--- src/rtl/seq_alu_arbiter.sv ---
// seq_alu_arbiter: round-robin sequencer sharing one registered ALU among N requesters
module seq_alu_arbiter #(
   parameter int N   = 4,
   parameter int W   = 8,
   parameter int IDW = $clog2(N)
) (
   input  logic             clk,
   input  logic             rst,
   input  logic [N-1:0]     req_valid,
   output logic [N-1:0]     req_ready,
   input  logic [2*N-1:0]   req_opcode,
   input  logic [W*N-1:0]   req_a,
   input  logic [W*N-1:0]   req_b,
   output logic             resp_valid,
   input  logic             resp_ready,
   output logic [IDW-1:0]   resp_id,
   output logic [W-1:0]     resp_data,
   output logic             alu_en,
   output logic [1:0]       alu_opcode,
   output logic [W-1:0]     alu_a,
   output logic [W-1:0]     alu_b,
   input  logic [W-1:0]     alu_c,
   output logic             busy
);
   localparam logic [1:0] IDLE  = 2'd0;
   localparam logic [1:0] ISSUE = 2'd1;
   localparam logic [1:0] WAIT  = 2'd2;
   localparam logic [1:0] RESP  = 2'd3;
   logic [1:0]     state;
   logic [IDW-1:0] rr_ptr;
   logic [IDW-1:0] g;
   logic           found;
   // first valid requester at or after rr_ptr, wrapping upward
   always_comb begin
      g = '0;
      found = 1'b0;
      for (int k = 0; k < N; k++) begin
         if (!found && req_valid[(int'(rr_ptr) + k) % N]) begin
            g = IDW'((int'(rr_ptr) + k) % N);
            found = 1'b1;
         end
      end
   end
   assign req_ready  = (state == IDLE && found && !rst) ? N'(1) << g : '0;
   assign alu_en     = state == ISSUE;
   assign resp_valid = state == RESP;
   assign busy       = state != IDLE;
   always_ff @(posedge clk or posedge rst) begin
      if (rst) begin
         state      <= IDLE;
         rr_ptr     <= '0;
         resp_id    <= '0;
         resp_data  <= '0;
         alu_opcode <= '0;
         alu_a      <= '0;
         alu_b      <= '0;
      end else begin
         case (state)
            IDLE: if (found) begin
               alu_opcode <= req_opcode[2*g +: 2];
               alu_a      <= req_a[W*g +: W];
               alu_b      <= req_b[W*g +: W];
               resp_id    <= g;
               state      <= ISSUE;
            end
            ISSUE: state <= WAIT;
            WAIT: begin
               resp_data <= alu_c;
               state     <= RESP;
            end
            default: if (resp_ready) begin
               rr_ptr <= (resp_id == IDW'(N - 1)) ? '0 : resp_id + 1'b1;
               state  <= IDLE;
            end
         endcase
      end
   end
endmodule

--- config.mk ---
export PLATFORM = sky130hd
export DESIGN_NAME = seq_alu_arbiter
export DESIGN_NICKNAME = d
export VERILOG_FILES = /design/src/rtl/seq_alu_arbiter.sv
export SDC_FILE = /design/constraint.sdc
export NUM_CORES = 1
export LEC_CHECK = 0
export BUFFER_PORTS_ARGS = -buffer_cell sky130_fd_sc_hd__buf_2
export CELL_PAD_IN_SITES_DETAIL_PLACEMENT = 0
export CELL_PAD_IN_SITES_GLOBAL_PLACEMENT = 1
export CORE_UTILIZATION = 33
export CTS_CLUSTER_DIAMETER = 50
export DETAILED_ROUTE_END_ITERATION = 10
export HOLD_SLACK_MARGIN = 0.08
export MAX_ROUTING_LAYER = met4
export PLACE_DENSITY_LB_ADDON = 0.1
export SLEW_MARGIN = 40
export SYNTH_ARGS = -nofsm -noshare
export SYNTH_HDL_FRONTEND = slang
export SYNTH_SLANG_ARGS = --single-unit
--- constraint.sdc ---
create_clock -name clk -period 2.96 [get_ports clk]
set_clock_uncertainty 0.05 [all_clocks]
set_input_delay 0.592 -clock clk [delete_from_list [all_inputs] [get_ports clk]]
set_output_delay 0.592 -clock clk [all_outputs]
set_load 0.01 [all_outputs]
### After elaboration in Yosys (flattened, before gate mapping)

Index checks and enable logic that the tools add are counted.

* register bits after elaboration: 32
* bits of input ports: 87
* output and inout bits: 35
* logic and storage cells: 71

* add/subtract/negate cells: 4
* order comparisons: 4
* eq/ne operators: 5
* shift-type cells: 4
* mux-type cells: 24
* bitwise operators: 4
* reduce and logical (&&, ||, !) cells: 19

Operator list (count)
* 32-bit by 6-bit indexed part select with 8-bit output: 2
* 2-bit 2-to-1 mux: 7
* 3-bit by 4-bit < comparator with 1-bit output (second input constant): 3
* 1-bit 2-to-1 mux: 11
* 1-bit binary-select mux with 2-bit select: 4
* 8-bit by 4-bit indexed part select with 2-bit output: 1
* 2-bit equality test (second input constant): 3
* 2-bit one-hot mux with 3 select lines: 1
* 2-bit AND reduction: 3
* 2-bit OR reduction: 3
* 1-bit logical AND: 5
* 2-bit by 1-bit adder with 2-bit output (second input constant): 2
* 2-bit adder (second input constant): 2
* 1-bit zero test: 4
* 4-bit 2-to-1 mux: 1
* 4-bit nonzero test: 1
* 1-bit by 2-bit left shift with 4-bit output (first input constant): 1
* 1-bit AND (first input constant): 3
* 2-bit by 3-bit < comparator with 1-bit output (second input constant): 1
* 3-bit OR reduction: 1
* 2-bit by 1-bit equality test with 1-bit output (second input constant): 1
* 2-bit zero test: 1
* 2-bit != test (second input constant): 1
* 2-bit nonzero test: 1
* 1-bit inverter: 1

### Depth between registers and ports, before layout

Gate-level depths: netlist of the first run.

* depth in word-level cells: 17
* depth in mapped cells: 7
* depth with buffers taken out: 6

### Worst setup path after synthesis of the first run

Ideal clock, no wire load.

* kind: input-to-output
* start point: input req_valid[3]
* end point: output req_ready[2]
* arrival: 1.754 ns
* required time: 2.318 ns
* setup slack: 0.564 ns
* cell stages on the path: 6
* buffers on the path: 2
* cell sequence: buf_4 > or3_4 > o311ai_4 > buf_6 > nand2_1 > nor3_1

* cells in the longest elaborated chain, start to end: 15
* elaborated cells between the ends (all ways): 29
* those cells by class: shift (1); mux (20); reduce/logical (8)

Ends and longest elaborated chain
* start, declared: RTL line 9 `input logic [N-1:0] req_valid,`
* 1-bit binary-select mux with 2-bit select: RTL line 38 `if (!found && req_valid[(int'(rr_ptr) + k) % N]) begin`
* 1-bit 2-to-1 mux (implied by the code): RTL line 38
* 1-bit 2-to-1 mux: RTL line 38
* 1-bit zero test: RTL line 38
* 1-bit logical AND: RTL line 38
* 1-bit 2-to-1 mux: RTL line 38
* 1-bit zero test: RTL line 38
* 1-bit logical AND: RTL line 38
* 1-bit 2-to-1 mux: RTL line 38
* 1-bit zero test: RTL line 38
* 1-bit logical AND: RTL line 38
* 1-bit 2-to-1 mux: RTL line 38
* 1-bit logical AND (2 in series): RTL line 44 `assign req_ready = (state == IDLE && found && !rst) ? N'(1) << g : '0;`
* 4-bit 2-to-1 mux *: RTL line 44
* end, declared: RTL line 10 `output logic [N-1:0] req_ready,`

Every way passes the cells marked *; elsewhere a longest branch is shown, timed or not. The select of a mux whose other input is x is not followed.

### Final worst setup path of the first run

* start point: register rr_ptr[1]
* end point: output req_ready[2]

* cells in the longest elaborated chain, start to end: 15
* elaborated cells between the ends (all ways): 32
* those cells by class: add/sub (3); shift (1); mux (20); reduce/logical (8)

Ends and longest elaborated chain
* start, declared: RTL line 30 `logic [IDW-1:0] rr_ptr;`
* start signal, assigned: RTL line 72 `rr_ptr <= (resp_id == IDW'(N - 1)) ? '0 : resp_id + 1'b1;`
* 2-bit by 1-bit adder with 2-bit output / 1-bit binary-select mux with 2-bit select (equally long branches): RTL line 38, 39
* 1-bit binary-select mux with 2-bit select / 1-bit 2-to-1 mux (equally long branches): RTL line 38
* 1-bit 2-to-1 mux (implied by the code): RTL line 38
* 1-bit 2-to-1 mux (implied by the code) / 1-bit zero test (equally long branches): RTL line 38
* 1-bit logical AND: RTL line 38
* 1-bit 2-to-1 mux: RTL line 38
* 1-bit zero test: RTL line 38
* 1-bit logical AND: RTL line 38
* 1-bit 2-to-1 mux: RTL line 38
* 1-bit zero test: RTL line 38
* 1-bit logical AND: RTL line 38
* 1-bit 2-to-1 mux: RTL line 38
* 1-bit logical AND (2 in series): RTL line 44
* 4-bit 2-to-1 mux *: RTL line 44

Marked as above.

==> reports/metrics.yaml, run 1 <==
routed_wl_mm: 6.79
ctsResizeCount: 0
ff2ff_setup_slack_ns: 1.07
grt_max_degree: 33
synth_area_sq_um: 2100
nNetsFinal: 439
ant_nets: 0
p_switching_w: 0.00112
post-place-ws_ns: 0.341
max_freq_mhz: 372
die_y_microns: 81.9
place_hpwl_mm: 4.91
areaGrowthSynthToFinish_pct: 36.3
drive_gt1_share_pct: 45.5
start_util_pct: 34.9
htreeDepth: 2
final.period_utilization_pct: 90.9
drv_slew: 0
yosys_warnings: 0
critPathLaunchType: "register"
rows: 28
hold_path_class: "in2async"
hold_violations: 0
io_pins: 122
syn_inst: 229
diodes: 0
cpMaxStageDelayCell: "o311ai_4"
synth_edf_count: 0
clockPowerShare_pct: 15.9
ys_types: 36
fin_crit_ns: 2.69
ctsHoldBuffers: 0
drt_iter0_drc: 103
path_clk_slew_ns: 0.07
grt_pass1_wl_mm: 10.1
overflow: 0
synth_top_area_share_pct: 38.0
setup.worst_path.class: "reg2out"
numCtsBuffers: 5
grt_setup_unrepaired: "false"
rr_endpoint: "alu_b[1]"
dr.pass1.iters: 4
clk_path_buf_depth: 2
r2r_cells: 3
cp_max_fo: 19
place.gp.congestion: 0.781
cp.required_ns: 2.32
multiInputGateArea_sq_um: 1150
seqPwrFrac_pct: 31.1
fillers: 625
worstMarginPinSlew_ns: 0.783
slew_headroom_pct: 47.7
die_w_microns: 81.9
avgSynthCellArea_sq_um: 9.19
synthArstFlopShare_pct: 100
drc: 0
cts_tree: "yes"
seq_area_sq_um: 801
peakVddDrop_mv: 0.384
fin_tns_setup_ns: 0
max_stage_delay_ns: 0.78
synth_top_cell_by_area: "dfrtp_1"
finalSetupViolations: 0
cts_root_buf: "clkbuf_8"
core_sq_um: 6030
drv_cap: 0
power.leakage_nw: 1.41
via_per_inst: 5.34
io_buffers: 121
final_util_pct: 47.6
r2r-start: "rr_ptr[1]"
cp-end-kind: "output pin"
antenna_found_initial: 0
cts.sinks: 32
cp.arrival_ns: 2.05
powerDensity_nw_per_um2: 931
synth.top_cells.by_count: "36 x a31oi_1, 32 x dfrtp_1, 22 x nor2_1"
clk_latency_ns: 0.29
p_int_w: 0.00155
layout_setup_ws_ns: 0.270
cp_cell_sequence: "o311ai_4, nand2_1, nor3_1, buf_2"
ys_seq_area_share_pct: 38.0
cts_setup_buffers: 0
outcome: "completed"
wl_per_cell_microns: 16.1
syn_nets: 322
synthFlopType: "dfrtp_1"
switching_share_pct: 42.0
dr_total_vias: 2254
first_global_vias: 1998
finalPower_w: 0.00267
combPwrFrac_pct: 52.9
die-area_sq_um: 6700
ys_ff_latch: 32
synth_most_common_cell: "a31oi_1"
track_usage_pct: 20.7
netlist_top_cells_area: "dfrtp_1 38%, a31oi_1 11%, a22oi_1 6.4%"
stage by stage:
stage          area [sq um]  cells  hold WS [ns]
2_1_floorplan          2100    229         0.483
3_3_place_gp           2760    414         0.434
3_5_place_dp           2760    414         0.441
4_1_cts                2870    422         0.424
5_1_grt                2870    422         0.470
6_report               2870    422         0.411
logic make-up after synthesis:
| kind of cell | count (synthesis) | share of synthesized area, % |
|---|---|---|
| flops | 32 | 38.1 |
| simple gates | 65 | 16.8 |
| fa+ha+maj | 6 | 3.57 |
| buf+inv | 27 | 7.07 |
| mux | 10 | 5.35 |
| compound gates | 89 | 29.2 |
cell usage in the layout, fill, tap and decap left out, drive strengths merged:
master	instances
inv	5
or2b	1
a31oi	36
o2111ai	1
o22ai	1
clkinv	1
bufinv	1
a22oi	18
and3	19
nand3	1
o311ai	1
nand2b	3
nor3	5
nor4	1
nor2b	3
o211a	1
nor2	22
clkinvlp	1
o21ai	21
ha	6
or3	1
a21o	2
clkbuf	5
a21oi	2
buf	132
o21a	1
o31ai	1
dfrtp	32
o32a	1
mux2	10
o32ai	1
nand2	9
o41ai	1
o21bai	1
how the worst max path moves through the flow:
stage                             from            to  slack, ns  depth (start not counted)
after floorplan           req_valid[3]  req_ready[2]       0.56                          6
after global routing         rr_ptr[1]  req_ready[2]       0.09                          4
final                        rr_ptr[1]  req_ready[2]       0.27                          4
after CTS                    rr_ptr[1]  req_ready[2]       0.27                          4
after detailed placement  req_valid[0]  req_ready[2]       0.34                          6
after global placement    req_valid[0]  req_ready[2]       0.35                          6
power groups by stage:
stage / combinational [W] / clock (W) / sequential (W)
2_1_floorplan: 0.000905 / 0 / 0.000883
6_report: 0.00141 / 0.000425 / 0.000831
4_1_cts: 0.00143 / 0.000435 / 0.000832
3_3_place_gp: 0.00143 / 0 / 0.000830
5_1_grt: 0.00157 / 0.000448 / 0.000864
3_5_place_dp: 0.00143 / 0 / 0.000839
worst max-delay path: cells and delay by family, from the launching register on:
kind,cells,cell delay (ns)
AO/OA/AOI/OAI,1,0.78
flip-flops,1,0.56
AND/OR/NAND/NOR,2,0.25
buffers and inverters,1,0.15
per-layer routing:
| metal | routed length [microns] | GRT usage, % | vias to the layer above | part of all wire (%) |
|---|---|---|---|---|
| li1 | - | - | 1101 | - |
| met1 | 3040 | 27.6 | 1035 | 45 |
| met2 | 3050 | 30.9 | 110 | 45 |
| met3 | 614 | 4.56 | 8 | 9.0 |
| met4 | 82 | 6.67 | 0 | 1.2 |
| met5 | 0 | - | - | 0 |
flip-flops by register name, summed over array words and instances, names as in the netlist:
signal and cells:
alu_a 8, alu_b 8, resp_data 8, alu_opcode 2, resp_id 2, rr_ptr 2
state 2
final cells by class:
class	instances	share of cell area (%)
timing repair buffer	132	24.0
sequential	32	27.9
clock inverter	3	1.48
tap	75	3.27
multi-input combinational	170	40.3
clock buffer	5	2.40
inverter	5	0.654
(Power assumes the default switching activity.)
==> run 2, diff against run 1 <==
Settings changed: CORE_UTILIZATION 33 to 31, GPL_TIMING_DRIVEN from default to 0, PLACE_DENSITY_LB_ADDON 0.1 to 0.15.
Clock period 2.96 ns to 3.05 ns, I/O delays scaled along.
==> run 2 against run 1 <==
Effect of this change:
- the run now ends with DRC left
- flip-flop and latch count stayed put
- worst setup slack got worse by 0.010 ns
- non-clock buffer count grew 8
- total power down 3.6%
- routed wire length rose by 5.9%
- clock power shrank 17%
- largest cell class unchanged
- cell count is 2.4% higher
- first-iteration DRC count is 11% higher
==> reports/metrics.yaml, run 2 (synthesis results as in run 1) <==
cts_setup_buffers: 0  # unchanged
worstMarginPinSlew_ns: 0.722  # was 0.783 ns
finalSetupViolations: 0  # unchanged
seq_area_sq_um: 801  # unchanged
drv_cap: 0  # unchanged
finalPower_w: 0.00257  # was 0.00267 W
ctsResizeCount: 0  # unchanged
stdcell_count: 432  # was 422
clk_path_buf_depth: 2  # unchanged
fin_crit_ns: 2.79
cts_root_buf: "clkbuf_8"  # unchanged
fillers: 711  # was 625
wl_per_cell_microns: 16.6  # was 16.1 microns
grt_pass1_wl_mm: 11.4  # was 10.1 mm
cp_max_fo: 10  # was 19
numCtsBuffers: 5  # unchanged
slew_headroom_pct: 51.8  # was 47.7%
core_sq_um: 6460  # was 6030 sq um
layout_common_cells: "126 x buf_2, 36 x a31oi_1, 32 x dfrtp_1"  # was 121 x buf_2, 36 x a31oi_1, 32 x dfrtp_1
antenna_found_initial: 0  # unchanged
reg_top3: "alu_a x8, alu_b x8, resp_data x8"  # unchanged
r2r_cells: 6  # was 3
seqPwrFrac_pct: 29.9  # was 31.1%
hold_violations: 0  # unchanged
powerDensity_nw_per_um2: 892  # was 931 nW/um^2
place.gp.congestion: 0.773  # was 0.781
multiInputGateArea_sq_um: 1150  # unchanged
clk_latency_ns: 0.29  # about the same
peakVddDrop_mv: 0.302  # was 0.384 mV
io_pins: 122  # unchanged
p_int_w: 0.00146  # was 0.00155 W
routed_wl_mm: 7.19  # was 6.79 mm
rows: 29  # was 28
ant_nets: 0  # unchanged
io_buffers: 118  # was 121
htreeDepth: 2  # unchanged
via_per_inst: 5.26  # was 5.34
dr_total_vias: 2272  # was 2254
final_area_sq_um: 2880  # was 2870 sq um
die_y_microns: 84.4  # was 81.9 microns
cpMaxStageDelayCell: "clkbuf_1"  # was o311ai_4
cts.sinks: 32  # unchanged
diodes: 0  # unchanged
cp_top_family: "buffers and inverters"  # was compound AO/OA/AOI/OAI gates
dpl.cell_count: 424  # was 414
critPathLaunchType: "register"  # unchanged
switching_share_pct: 43.2  # was 42.0%
cp_cell_sequence: "buf_2, nand2b_1, o32ai_4, clkbuf_1, nor2_1, nor3_1, buf_2"  # was o311ai_4, nand2_1, nor3_1, buf_2
die-area_sq_um: 7120  # was 6700 sq um
overflow: 0  # unchanged
path_clk_slew_ns: 0.07  # about the same
max_stage_delay_ns: 0.44  # was 0.78 ns
place_hpwl_mm: 5.28  # was 4.91 mm
combPwrFrac_pct: 56.4  # was 52.9%
drt_iter0_drc: 114  # was 103
start_util_pct: 32.6  # was 34.9%
cp.arrival_ns: 2.13  # was 2.05 ns
p_switching_w: 0.00111  # was 0.00112 W
drv_slew: 0  # unchanged
r2r-start: "rr_ptr[0]"  # was rr_ptr[1]
crit_path_start: "rr_ptr[0]"  # was rr_ptr[1]
final_common_cell: "buf_2"  # unchanged
cts_tree: "yes"  # unchanged
clockPowerShare_pct: 13.7  # was 15.9%
ff2ff_setup_slack_ns: 1.09  # was 1.07 ns
cpMostUsedCell: "buf_2"
first_global_vias: 2268  # was 1998
max_freq_mhz: 358
place_area_sq_um: 2790  # was 2760 sq um
crit_cells: 7  # was 4
grt_setup_unrepaired: "false"  # unchanged
ctsHoldBuffers: 0  # unchanged
dr.pass1.iters: 7  # was 4
rr_endpoint: "alu_b[7]"  # was alu_b[1]
drive_gt1_share_pct: 45.1  # was 45.5%
final.period_utilization_pct: 91.5
outcome: "complete, but fails checks"  # was completed
path_buf_inv: 3  # was 1
cp.required_ns: 2.39  # was 2.32 ns
cp-endpoint: "req_ready[0]"  # was req_ready[2]
drc: 10  # was 0
power.leakage_nw: 1.42  # was 1.41 nW
hold-worst-slack_ns: 0.416  # was 0.411 ns
fin_tns_setup_ns: 0  # unchanged
areaGrowthSynthToFinish_pct: 37.0  # was 36.3%
die_w_microns: 84.4  # was 81.9 microns
setup.worst_path.class: "reg2out"  # unchanged
grt_max_degree: 34  # was 33
nNetsFinal: 447  # was 439
violations: "DRC"
hold_path_class: "in2async"  # unchanged
track_usage_pct: 21.3  # was 20.7%
cp-end-kind: "output pin"  # unchanged
[run 2: changes by cell type in the layout (fill, tap and decap cells not counted), moves of 3 or more]
cell	change
buf_4	-7
buf_2	+5
buf_6	+3
clkbuf_1	+7
[run 2: final cells by class]
type,instances,share of cell area [%]
Tap cell,77,3.34
Sequential cell,32,27.8
Timing Repair Buffer,118,20.5
Multi-Input combinational cell,170,40.0
Clock buffer,6,2.86
Clock inverter,2,0.347
Buffer,22,4.51
Inverter,5,0.651
[run 2: worst min path at each step]
stage,from,end,cells past startpoint,slack (ns)
floorplan,resp_id[1],resp_id[1],2,0.48
global placement,resp_data[0],resp_data[0],1,0.43
detailed placement,resp_data[1],resp_data[1],1,0.44
CTS,rst,resp_id[1],2,0.45
global route,rst,resp_id[0],2,0.47
finish,rst,resp_id[0],2,0.42
[run 2: power by group through the flow]
stage / Combinational (W) / Clock, W / Sequential [W]
5_1_grt: 0.00161 / 0.000381 / 0.000802
2_1_floorplan: 0.000878 / 0 / 0.000857
3_3_place_gp: 0.00145 / 0 / 0.000770
4_1_cts: 0.00147 / 0.000361 / 0.000772
6_report: 0.00145 / 0.000352 / 0.000769
3_5_place_dp: 0.00146 / 0 / 0.000781
[run 2: through the flow]
step	setup slack (ns)	utilization (%)
2_1_floorplan	0.618	-
3_3_place_gp	0.174	43.2
3_5_place_dp	0.301	43.2
4_1_cts	0.236	44.7
5_1_grt	0.0371	44.7
6_report	0.260	44.7
[run 2: per-layer routing]
layer | vias up | track usage [%] | routed length (microns) | part of all wire, %
li1 | 1108 | - | - | -
met1 | 1068 | 27.9 | 3270 | 46
met2 | 88 | 33.8 | 3280 | 46
met3 | 8 | 4.33 | 531 | 7.4
met4 | 0 | 5.70 | 102 | 1.4
met5 | - | - | 0 | 0
[run 2: worst reg2reg max path: stages, from the launching register on]
cell and delay, ns:
dfrtp_1 0.36, buf_2 0.17, nand2b_1 0.21, o32ai_4 0.31
clkbuf_1 0.44, o21ai_0 0.17, a31oi_1 0.18
==> run 3, diff against run 2 <==
Settings changed: CORE_MARGIN from default to 10, RECOVER_POWER from default to 25.
==> run 3 against run 2 <==
Effect of this change:
- routed wire length is 15% higher
- the flow now finishes without violations
- fmax shrank 2.1%
- cell area unchanged
- sequential power shrank 0.7%
- largest power group unchanged
- flip-flop and latch count unchanged
==> reports/metrics.yaml, run 3 (synthesis results as in run 1) <==
outcome: "completed"  # was complete, but fails checks
cts_setup_buffers: 0  # unchanged
grt_pass1_wl_mm: 12.6  # was 11.4 mm
htreeDepth: 2  # unchanged
core_sq_um: 6460  # unchanged
cp-endpoint: "req_ready[0]"  # unchanged
final.period_utilization_pct: 93.4  # was 91.5%
worstMarginPinSlew_ns: 0.616  # was 0.722 ns
nNetsFinal: 447  # unchanged
die_y_microns: 102  # was 84.4 microns
ff2ff_setup_slack_ns: 1.02  # was 1.09 ns
r2r-start: "state[0]"  # was rr_ptr[0]
cp_top_family: "buffers and inverters"  # unchanged
layout_common_cells: "125 x buf_2, 36 x a31oi_1, 32 x dfrtp_1"  # was 126 x buf_2, 36 x a31oi_1, 32 x dfrtp_1
reg_top3: "alu_a x8, alu_b x8, resp_data x8"  # unchanged
path_buf_inv: 3  # unchanged
crit_path_start: "rr_ptr[0]"  # unchanged
dpl.cell_count: 424  # unchanged
final_area_sq_um: 2880  # unchanged
fin_tns_setup_ns: 0  # unchanged
cp-end-kind: "output pin"  # unchanged
drv_cap: 0  # unchanged
cp.arrival_ns: 2.19  # was 2.13 ns
dr_total_vias: 2304  # was 2272
hold-worst-slack_ns: 0.356  # was 0.416 ns
hold_violations: 0  # unchanged
setup.worst_path.class: "reg2out"  # unchanged
cts_root_buf: "clkbuf_8"  # unchanged
io_pins: 122  # unchanged
cp_cell_sequence: "buf_2, nand2b_1, o32ai_4, clkbuf_1, nor2_1, nor3_1, buf_2"  # unchanged
rr_endpoint: "state[1]"  # was alu_b[7]
antenna_found_initial: 0  # unchanged
drc: 0  # was 10
ctsHoldBuffers: 0  # unchanged
cts.sinks: 32  # unchanged
final_common_cell: "buf_2"  # unchanged
power.leakage_nw: 1.41  # was 1.42 nW
io_buffers: 118  # unchanged
first_global_vias: 2427  # was 2268
stdcell_count: 432  # unchanged
drive_gt1_share_pct: 44.8  # was 45.1%
via_per_inst: 5.33  # was 5.26
die-area_sq_um: 10500  # was 7120 sq um
powerDensity_nw_per_um2: 897  # was 892 nW/um^2
clk_path_buf_depth: 2  # unchanged
cts_tree: "yes"  # unchanged
rows: 29  # unchanged
numCtsBuffers: 5  # unchanged
place_hpwl_mm: 6.31  # was 5.28 mm
die_w_microns: 102  # was 84.4 microns
clk_latency_ns: 0.28  # was 0.29 ns
drt_iter0_drc: 61  # was 114
max_freq_mhz: 351  # was 358 MHz
grt_setup_unrepaired: "false"  # unchanged
track_usage_pct: 15.7  # was 21.3%
routed_wl_mm: 8.24  # was 7.19 mm
cp.required_ns: 2.39  # about the same
max_stage_delay_ns: 0.45  # was 0.44 ns
start_util_pct: 32.6  # unchanged
drv_slew: 0  # unchanged
path_clk_slew_ns: 0.07  # about the same
grt_max_degree: 34  # unchanged
ant_nets: 0  # unchanged
overflow: 0  # unchanged
slew_headroom_pct: 58.9  # was 51.8%
peakVddDrop_mv: 0.391  # was 0.302 mV
dr.pass1.iters: 4  # was 7
place.gp.congestion: 0.793  # was 0.773
wl_per_cell_microns: 19.1  # was 16.6 microns
ctsResizeCount: 0  # unchanged
diodes: 0  # unchanged
fillers: 661  # was 711
crit_cells: 7  # unchanged
hold_path_class: "in2async"  # unchanged
areaGrowthSynthToFinish_pct: 37.0  # unchanged
fin_crit_ns: 2.85  # was 2.79 ns
cpMaxStageDelayCell: "clkbuf_1"  # unchanged
place_area_sq_um: 2790  # unchanged
cp_max_fo: 10  # unchanged
cpMostUsedCell: "buf_2"  # unchanged
finalSetupViolations: 0  # unchanged
finalPower_w: 0.00259  # was 0.00257 W
critPathLaunchType: "register"  # unchanged
r2r_cells: 5  # was 6
[run 3: power by group]
group / total [W] / internal [W] / switching [W]
clock network: 0.000344 / 0.000180 / 0.000164
logic: 0.00148 / 0.000639 / 0.000841
registers: 0.000764 / 0.000644 / 0.000120
total: 0.00259 / 0.00146 / 0.00112
[run 3: cell type report]
class / count / area (sq um) / share of cell area, %
timing repair buffer: 118 / 589 / 20.4
buffer: 22 / 130 / 4.51
clock inverter: 2 / 10.0 / 0.347
multi-input combinational: 170 / 1150 / 40.0
tap: 77 / 96.3 / 3.34
sequential: 32 / 801 / 27.8
inverter: 5 / 20.0 / 0.694
clock buffer: 6 / 82.6 / 2.86
[run 3: worst min path at each step]
| stage | start | to | slack, ns | cells after the start |
|---|---|---|---|---|
| 2_1_floorplan | resp_id[1] | resp_id[1] | 0.48 | 2 |
| 3_3_place_gp | resp_data[3] | resp_data[3] | 0.43 | 1 |
| 3_5_place_dp | resp_data[3] | resp_data[3] | 0.44 | 1 |
| 4_1_cts | rst | resp_id[1] | 0.45 | 2 |
| 5_1_grt | rst | resp_id[1] | 0.43 | 2 |
| 6_report | rst | resp_id[1] | 0.36 | 2 |
[run 3: per-layer routing]
layer | vias up | GRT usage [%] | part of all wire (%)
met5 | - | - | 0
met4 | 0 | 3.47 | 0.90
met3 | 6 | 4.05 | 8.8
met2 | 101 | 24.7 | 47
met1 | 1082 | 19.8 | 44
li1 | 1115 | - | -
[run 3: stage by stage]
step                utilization (%)  worst slack (ns)
CTS                            44.7             0.210
detailed placement             43.2             0.288
global route                   44.7            0.0645
floorplan                         -             0.618
global placement               43.2             0.142
finish                         44.7             0.201
